**src/rtl/dpm_pkg.sv**
```systemverilog
// Shared definitions for the DPM condition-code logic: CC control
// encodings, data-size codes, the CC-flag bundle and the FSM states.
package dpm_pkg;

  localparam logic [2:0] CC_HOLD  = 3'b000;
  localparam logic [2:0] CC_UCC   = 3'b001;
  localparam logic [2:0] CC_ALL   = 3'b010;
  localparam logic [2:0] CC_MOVE  = 3'b011;
  localparam logic [2:0] CC_WLOAD = 3'b100;
  localparam logic [2:0] CC_CLRVC = 3'b101;

  localparam logic [1:0] DSIZE_BYTE = 2'b00;
  localparam logic [1:0] DSIZE_WORD = 2'b01;
  localparam logic [1:0] DSIZE_LONG = 2'b10;
  localparam logic [1:0] DSIZE_QUAD = 2'b11;

  typedef struct packed {
    logic n;
    logic z;
    logic v;
    logic c;
  } cc_t;

  typedef enum logic [0:0] {
    ST_IDLE   = 1'b0,
    ST_DBL_HI = 1'b1
  } state_t;

  // True for the encodings that load the micro-flags from the ALU result.
  function automatic logic is_flag_load(input logic [2:0] ctl);
    return (ctl == CC_UCC) || (ctl == CC_ALL) || (ctl == CC_MOVE);
  endfunction

endpackage

```
**src/rtl/dpm_ccflags_if.sv**
```systemverilog
// Bundle between the ALU/microcode side and the condition-code register.
interface dpm_ccflags_if;
  logic [2:0]  ccctl_h;
  logic [1:0]  dsize_h;
  logic        double_enable_h;
  logic        alu_c31_l;
  logic        alu_c15_l;
  logic        alu_c7_l;
  logic        alu_v31_h;
  logic        alu_v15_h;
  logic        alu_v7_h;
  logic [3:0]  wmuxz_h;
  logic [31:0] wbus_h;
  logic [3:0]  psl_cc_h;
  logic        pslc_h;
  logic [3:0]  ucc_h;
  logic        dbl_pend_h;

  modport master (
    output ccctl_h, dsize_h, double_enable_h,
    output alu_c31_l, alu_c15_l, alu_c7_l,
    output alu_v31_h, alu_v15_h, alu_v7_h,
    output wmuxz_h, wbus_h,
    input  psl_cc_h, pslc_h, ucc_h, dbl_pend_h
  );

  modport slave (
    input  ccctl_h, dsize_h, double_enable_h,
    input  alu_c31_l, alu_c15_l, alu_c7_l,
    input  alu_v31_h, alu_v15_h, alu_v7_h,
    input  wmuxz_h, wbus_h,
    output psl_cc_h, pslc_h, ucc_h, dbl_pend_h
  );
endinterface

```
**src/rtl/dpm_ccsel.sv**
```systemverilog
// Combinational size select: picks N, Z, V, C for the current data size.
module dpm_ccsel
  import dpm_pkg::*;
(
  input  logic [1:0] dsize,
  input  logic       sign31,
  input  logic       sign15,
  input  logic       sign7,
  input  logic [3:0] wmuxz,
  input  logic       c31_l,
  input  logic       c15_l,
  input  logic       c7_l,
  input  logic       v31,
  input  logic       v15,
  input  logic       v7,
  output cc_t        cur
);

  // Byte and word look at the low lanes only; long and quad use all 32 bits.
  always_comb begin
    cur = '0;
    case (dsize)
      DSIZE_BYTE: cur = '{n: sign7,  z: wmuxz[0],    v: v7,  c: ~c7_l};
      DSIZE_WORD: cur = '{n: sign15, z: &wmuxz[1:0], v: v15, c: ~c15_l};
      default:    cur = '{n: sign31, z: &wmuxz,      v: v31, c: ~c31_l};
    endcase
  end

endmodule

```
**src/rtl/dpm_ccflags.sv**
```systemverilog
// Condition-code and micro-flag register downstream of the ALU. Holds the
// PSL N/Z/V/C, the micro-branch flags, and the low-half zero flag of a
// double-cycle quad operation. All outputs come straight from registers.
module dpm_ccflags
  import dpm_pkg::*;
#(
  parameter logic [3:0] PSL_CC_RESET = 4'b0000
) (
  input logic           qd_clk_l,
  input logic           reset_h,
  dpm_ccflags_if.slave  bus
);

  cc_t    cur;
  cc_t    cur_eff;
  cc_t    psl_cc, psl_cc_nxt;
  cc_t    ucc, ucc_nxt;
  logic   zlo, zlo_nxt;
  state_t state, state_nxt;
  logic   start_dbl;
  logic   do_apply;

  dpm_ccsel u_ccsel (
    .dsize  (bus.dsize_h),
    .sign31 (bus.wbus_h[31]),
    .sign15 (bus.wbus_h[15]),
    .sign7  (bus.wbus_h[7]),
    .wmuxz  (bus.wmuxz_h),
    .c31_l  (bus.alu_c31_l),
    .c15_l  (bus.alu_c15_l),
    .c7_l   (bus.alu_c7_l),
    .v31    (bus.alu_v31_h),
    .v15    (bus.alu_v15_h),
    .v7     (bus.alu_v7_h),
    .cur    (cur)
  );

  assign start_dbl = bus.double_enable_h && (bus.dsize_h == DSIZE_QUAD) &&
                     is_flag_load(bus.ccctl_h);

  // In the high half of a quad the result is zero only if both halves were.
  always_comb begin
    cur_eff = cur;
    if (state == ST_DBL_HI) cur_eff.z = zlo & cur.z;
  end

  // Next-state and flag-update decode for the CC control field.
  always_comb begin
    state_nxt  = state;
    zlo_nxt    = zlo;
    psl_cc_nxt = psl_cc;
    ucc_nxt    = ucc;
    do_apply   = 1'b0;

    case (state)
      ST_IDLE: begin
        if (start_dbl) begin
          state_nxt = ST_DBL_HI;
          zlo_nxt   = cur.z;
        end else begin
          do_apply = 1'b1;
        end
      end
      ST_DBL_HI: begin
        if (start_dbl) begin
          zlo_nxt = cur.z;
        end else if (bus.ccctl_h inside {CC_UCC, CC_ALL, CC_MOVE, CC_WLOAD, CC_CLRVC}) begin
          do_apply  = 1'b1;
          state_nxt = ST_IDLE;
        end
      end
      default: state_nxt = ST_IDLE;
    endcase

    if (do_apply) begin
      case (bus.ccctl_h)
        CC_UCC: ucc_nxt = cur_eff;
        CC_ALL: begin
          ucc_nxt    = cur_eff;
          psl_cc_nxt = cur_eff;
        end
        CC_MOVE: begin
          ucc_nxt      = cur_eff;
          psl_cc_nxt.n = cur_eff.n;
          psl_cc_nxt.z = cur_eff.z;
          psl_cc_nxt.v = 1'b0;
        end
        CC_WLOAD: psl_cc_nxt = bus.wbus_h[3:0];
        CC_CLRVC: begin
          psl_cc_nxt.v = 1'b0;
          psl_cc_nxt.c = 1'b0;
        end
        default: ;
      endcase
    end
  end

  // Flag and state registers, cleared asynchronously even mid-operation.
  always_ff @(posedge qd_clk_l or posedge reset_h) begin
    if (reset_h) begin
      state  <= ST_IDLE;
      zlo    <= 1'b0;
      psl_cc <= PSL_CC_RESET;
      ucc    <= '0;
    end else begin
      state  <= state_nxt;
      zlo    <= zlo_nxt;
      psl_cc <= psl_cc_nxt;
      ucc    <= ucc_nxt;
    end
  end

  assign bus.psl_cc_h   = psl_cc;
  assign bus.pslc_h     = psl_cc.c;
  assign bus.ucc_h      = ucc;
  assign bus.dbl_pend_h = (state == ST_DBL_HI);

endmodule

```
**src/flat_wrapper.sv**
```systemverilog
// flat-port wrapper written by rule: the top's interface ports become plain ports
module dpm_ccflags_flat import dpm_pkg::*;
#(
  parameter logic [3:0] PSL_CC_RESET = 4'b0000
)
  (qd_clk_l, reset_h, bus_ccctl_h, bus_dsize_h, bus_double_enable_h, bus_alu_c31_l, bus_alu_c15_l, bus_alu_c7_l, bus_alu_v31_h, bus_alu_v15_h, bus_alu_v7_h, bus_wmuxz_h, bus_wbus_h, bus_psl_cc_h, bus_pslc_h, bus_ucc_h, bus_dbl_pend_h);
  dpm_ccflags_if bus_i ();
  input logic qd_clk_l;
  input logic reset_h;
  input wire logic [$bits(bus_i.ccctl_h)-1:0] bus_ccctl_h;
  input wire logic [$bits(bus_i.dsize_h)-1:0] bus_dsize_h;
  input wire logic [$bits(bus_i.double_enable_h)-1:0] bus_double_enable_h;
  input wire logic [$bits(bus_i.alu_c31_l)-1:0] bus_alu_c31_l;
  input wire logic [$bits(bus_i.alu_c15_l)-1:0] bus_alu_c15_l;
  input wire logic [$bits(bus_i.alu_c7_l)-1:0] bus_alu_c7_l;
  input wire logic [$bits(bus_i.alu_v31_h)-1:0] bus_alu_v31_h;
  input wire logic [$bits(bus_i.alu_v15_h)-1:0] bus_alu_v15_h;
  input wire logic [$bits(bus_i.alu_v7_h)-1:0] bus_alu_v7_h;
  input wire logic [$bits(bus_i.wmuxz_h)-1:0] bus_wmuxz_h;
  input wire logic [$bits(bus_i.wbus_h)-1:0] bus_wbus_h;
  output wire logic [$bits(bus_i.psl_cc_h)-1:0] bus_psl_cc_h;
  output wire logic [$bits(bus_i.pslc_h)-1:0] bus_pslc_h;
  output wire logic [$bits(bus_i.ucc_h)-1:0] bus_ucc_h;
  output wire logic [$bits(bus_i.dbl_pend_h)-1:0] bus_dbl_pend_h;
  assign bus_i.ccctl_h = bus_ccctl_h;
  assign bus_i.dsize_h = bus_dsize_h;
  assign bus_i.double_enable_h = bus_double_enable_h;
  assign bus_i.alu_c31_l = bus_alu_c31_l;
  assign bus_i.alu_c15_l = bus_alu_c15_l;
  assign bus_i.alu_c7_l = bus_alu_c7_l;
  assign bus_i.alu_v31_h = bus_alu_v31_h;
  assign bus_i.alu_v15_h = bus_alu_v15_h;
  assign bus_i.alu_v7_h = bus_alu_v7_h;
  assign bus_i.wmuxz_h = bus_wmuxz_h;
  assign bus_i.wbus_h = bus_wbus_h;
  assign bus_psl_cc_h = bus_i.psl_cc_h;
  assign bus_pslc_h = bus_i.pslc_h;
  assign bus_ucc_h = bus_i.ucc_h;
  assign bus_dbl_pend_h = bus_i.dbl_pend_h;
  dpm_ccflags #(.PSL_CC_RESET(PSL_CC_RESET)) u_core (.qd_clk_l(qd_clk_l), .reset_h(reset_h), .bus(bus_i));
endmodule
```
**config.mk**
```make
export PLATFORM = sky130hd
export DESIGN_NAME = dpm_ccflags_flat
export DESIGN_NICKNAME = d
export VERILOG_FILES = /design/src/rtl/dpm_pkg.sv /design/src/rtl/dpm_ccflags_if.sv /design/src/rtl/dpm_ccsel.sv /design/src/rtl/dpm_ccflags.sv /design/src/flat_wrapper.sv
export SDC_FILE = /design/constraint.sdc
export NUM_CORES = 1
export LEC_CHECK = 0
export CAP_MARGIN = 30
export CORE_MARGIN = 2
export CORE_UTILIZATION = 30
export CTS_CLUSTER_SIZE = 12
export DETAILED_ROUTE_END_ITERATION = 10
export MAX_ROUTING_LAYER = met4
export PLACE_DENSITY_LB_ADDON = 0.05
export SLEW_MARGIN = 10
export SYNTH_ARGS = -nofsm -noshare
export SYNTH_HDL_FRONTEND = slang
export SYNTH_HIERARCHICAL = 1
export SYNTH_SLANG_ARGS = --single-unit
```
**constraint.sdc**
```tcl
create_clock -name qd_clk_l -period 1.59 [get_ports qd_clk_l]
set_input_delay 0.159 -clock qd_clk_l [delete_from_list [all_inputs] [get_ports qd_clk_l]]
set_output_delay 0.159 -clock qd_clk_l [all_outputs]
set_load 0.03 [all_outputs]
```
# Word level (Yosys, flattened, before mapping)
# Index checks and enable logic that the tools add are counted.
# Widths: inputs -> output; s select.
totals:
  regBits: 10
  wordCells: 54
op_classes:
  eq_ne: 7
  n_mux: 14
  n_bitwise: 5
  reduce_logical: 18
ops:
  columns: ["op", "count"]
  rows:
  - ["$reduce_and 2->1", 5]
  - ["$mux 1", 8]
  - ["$pmux 4 s2", 1]
  - ["$eq 3x2->1 const B", 2]
  - ["$eq 3x3->1 const B", 2]
  - ["$pmux 1 s3", 2]
  - ["$reduce_bool 3->1", 2]
  - ["$reduce_bool 5->1", 1]
  - ["$not 1->1", 4]
  - ["$pmux 1 s2", 2]
  - ["$pmux 2 s2", 1]
  - ["$reduce_and 4->1", 1]
  - ["$reduce_or 2->1", 2]
  - ["$eq 3x1->1 const B", 1]
  - ["$reduce_or 3->1", 1]
  - ["$eq 2x1->1 const B", 1]
  - ["$eq 2x2->1 const B", 1]
  - ["$logic_and 1x1->1", 2]
  - ["$logic_not 2->1", 1]
  - ["$logic_or 1x1->1", 2]
  - ["$reduce_bool 2->1", 1]
  - ["$and 1x1->1", 1]

# Depth between registers and ports, before layout
logic_depth:
  depth_word: 7
  depth_mapped: 7
  ltp_nobuf: 7

# Hierarchy
# The synthesis kept the hierarchy.
modules_own_cells:
  columns: ["mod", "instances", "cells_per_inst", "area_per_inst_um2"]
  rows:
  - ["dpm_ccflags", 1, 53, 596.8]
  - ["dpm_ccsel", 1, 13, 78.8]

# Worst setup path before layout
# No wires, ideal clock.
synth_timing:
  path_type: "register -> register"
  from: "reg u_core.state, in the netlist u_core/bus.dbl_pend_h"
  to: "reg u_core.psl_cc, in the netlist u_core/bus.psl_cc_h[1]"
  t_arrival_ps: 1368
  required_ps: 1462
  path_slack_ps: 95
  stages_incl_launch_ff: 5
  n_path_buf: 0
  period_less_slack_ps: 1495
  path_cell_list: "dfrtp_1 and3_2 a31oi_1 nand3b_2 mux2_1"
synth_between:
  elab_chain_len: 3
synth_rtl:
  columns: ["element", "line", "text"]
  rows:
  - ["start, declared", "dpm_ccflags.sv:19", "state_t state, state_nxt;"]
  - ["start signal, assigned", "dpm_ccflags.sv:106", "state <= state_nxt;"]
  - ["$not 1->1", null, null]
  - ["$pmux 1 s2 (*)", "dpm_ccflags.sv:55", "case (state)"]
  - ["$reduce_and 2->1 (no source line) (*)", null, null]
  - ["end signal, assigned", "dpm_ccflags.sv:108", "psl_cc <= psl_cc_nxt;"]
  - ["end, declared", "dpm_ccflags.sv:16", "cc_t psl_cc, psl_cc_nxt;"]
# Mark *: on every way between the ends. The rest lies on a longest branch, timed or not.
# A chain may end at the register's enable or synchronous reset.

==> impl_metrics.ini <==
[cells_and_area]
syn_to_final_growth_pct = 74.4
final_design_area_no_fill_mm2 = 0.00118
drive_gt1_share_pct = 25.6
final_cells = 145
final_common_cell = clkdlybuf4s50_1
nets = 171
n_antenna_cell = 0
mostFrequentLayoutCells = 34 x clkdlybuf4s50_1, 16 x buf_4, 10 x dfrtp_1

[clocking]
clock_latency_ns = 0.26
hold_buffers = 0
cts_resized = 0
clockBufferDepth = 2
cts_buffers = 3
cts_tree = built
clk_pin_slew_ns = 0.07
post-cts-setup-buffers = 0
cts_sinks = 10
htree_levels = 1
root_buffer = clkbuf_4

[placed_design]
gp_congestion = 0.883
place_area_mm2 = 0.00115
place_hpwl_mm = 1.52
dp_cells = 142
io_buffers = 34

[routing]
drt_iter0_markers = 17
dr_total_vias = 715
via_per_inst = 4.93
drt-total-wl_mm = 1.86
drcViolationCount = 0
drtPass1Iterations = 4
postRouteAntennaNets = 0
wl_per_cell_um = 12.8

[global_route]
antenna_found_initial = 0
use_met3_pct = 5.85
grt_usage_pct = 16.3
top_usage_layer = met2
grt_overflow = 0
grt_pass1_vias = 693
grt_max_degree = 11
grt_pass1_wl_mm = 3.11
grt_util_met1_pct = 20.3
grt_util_met2_pct = 25.2

[logic_synthesis]
synth.ff_latch_count = 10
synthCells = 66
synth_nets = 118
synth_cell_type_count = 30
seq_area_frac_synth_pct = 37.0
yosys_warnings = 6
syn_area_per_cell_um2 = 10.2
syn_area_um2 = 676

[run_status]
status = complete, no violations

[timing]
rsz0062_at_grt = false
worst_hold_slack_ns = 0.185
post-route-min-period_ns = 1.52
period_share_pct = 95.5
finalHoldViolCount = 0
worst_slew_pin_slew_ns = 0.419
finalSetupViolations = 0
max_freq_ghz = 0.658
finalMaxSlewViolations = 0
max_slew_margin_pct = 72.0
fin_skew_ns = 0.00231

[critical_path]
crit_fanout = 3
slowest_delay_ns = 0.50
critical_path.slowest_cell = clkdlybuf4s50_1
r2r_cells = 5
arrival_ns = 1.67
r2r_slack_ns = 0.18
path_class = in -> reg
cp.required_ns = 1.74
path_cells = clkdlybuf4s50_1 -> buf_4 -> mux2i_1 -> o21ai_1 -> a22oi_1 -> o21ai_0 -> mux2_1
r2r-end = u_core/bus.psl_cc_h[2]
r2r-start = u_core/bus.dbl_pend_h
end_kind = flop
worstSetupStartpointType = input pin

[power_and_ir_drop]
leakage_nw = 0.535
power.density_mw_per_mm2 = 744
power_mw = 0.877
vdd_drop_max_v = 0.000475

[flow_run]
maxCapViolations = 0

[min_path]
holdCritPathClass = in -> async

[die]
num_rows = 17
io_pins = 60
die_area_mm2 = 0.00265
die_w_um = 51.5
start_util_pct = 31.1
core_area_mm2 = 0.00217
die_y_um = 51.5
[worst max-delay path: cells and delay by family]
kind | cells | cell delay [ns]
mux | 2 | 0.46
compound gates | 3 | 0.41
buf+inv | 2 | 0.64
[area by class of cell]
cell class,count,area [um^2]
Sequential cell,10,250
Inverter,5,18.8
Multi-Input combinational cell,49,392
Fill cell,222,991
Timing Repair Buffer,50,460
Tap cell,28,35.0
Clock buffer,3,22.5
[power breakdown]
part	switching, mW	internal [mW]
Sequential	0.0234	0.294
Clock	0.0864	0.0875
Combinational	0.175	0.211
[Yosys cell counts]
cell,number,area (um^2)
a21boi_0,1,7.51
a21oi_1,1,5.00
a22oi_1,3,22.5
a311oi_1,1,8.76
a31oi_1,4,25.0
and2_1,1,6.26
and3_2,1,7.51
buf_4,1,7.51
buf_6,1,11.3
dfrtp_1,10,250
ha_1,2,25.0
inv_1,5,18.8
mux2_1,1,11.3
mux2_4,5,75.1
mux2i_1,3,30.0
nand2_1,3,11.3
nand2_4,1,11.3
nand3_1,2,10.0
nand3b_2,1,11.3
nor2_1,3,11.3
nor2_2,1,6.26
nor2b_1,3,18.8
nor3_1,1,5.00
nor3b_2,1,12.5
o211ai_1,2,15.0
o21a_1,1,7.51
o21ai_0,3,15.0
o21ai_1,1,5.00
o2bb2ai_1,2,17.5
or3_1,1,6.26
[worst max path at each step]
stage / start / end / slack (ns) / depth (start not counted)
3_3_place_gp: bus_dsize_h[0] / u_core/bus.pslc_h / -0.21 / 9
6_report: bus_dsize_h[0] / u_core/bus.psl_cc_h[1] / 0.07 / 7
3_5_place_dp: bus_dsize_h[0] / u_core/bus.psl_cc_h[1] / -0.24 / 7
5_1_grt: bus_ccctl_h[1] / u_core/bus.psl_cc_h[3] / 0.001 / 7
2_1_floorplan: u_core/bus.dbl_pend_h / u_core/bus.psl_cc_h[1] / 0.09 / 4
4_1_cts: bus_dsize_h[0] / u_core/bus.psl_cc_h[1] / 0.04 / 7
[metrics by stage]
stage / util, % / setup slack (ns) / setup TNS [ns]
detailed placement: 53.1 / -0.242 / -1.73
global route: 54.3 / 0.00127 / 0
finish: 54.3 / 0.0711 / 0
floorplan: - / 0.0949 / 0
CTS: 54.2 / 0.0379 / 0
global placement: 53.1 / -0.206 / -1.54
[flip-flops by register name (all words and copies together), names as in the netlist]
name / flops
u_core/bus.dbl_pend_h: 1
u_core/bus.psl_cc_h: 3
u_core/bus.ucc_h: 4
u_core/zlo: 1
u_core/bus.pslc_h: 1
[cells by family (layout without fill, tap and decap cells)]
group,Yosys count,after routing,share of synthesized area [%]
AOI/OAI and AO/OA,19,19,19.1
adders and majority gates,2,2,3.70
buffers and inverters,7,58,5.56
DFF,10,10,37.0
muxes,9,9,17.2
and+or+nand+nor,19,19,17.4
[metal layers]
metal | vias up | wire [um] | part of all wire, %
met2 | 28 | 908 | 49
li1 | 342 | - | -
met5 | - | 0 | 0
met4 | 0 | 14 | 0.75
met3 | 2 | 119 | 6.4
met1 | 343 | 820 | 44
Power figures use the tool's default switching activity.
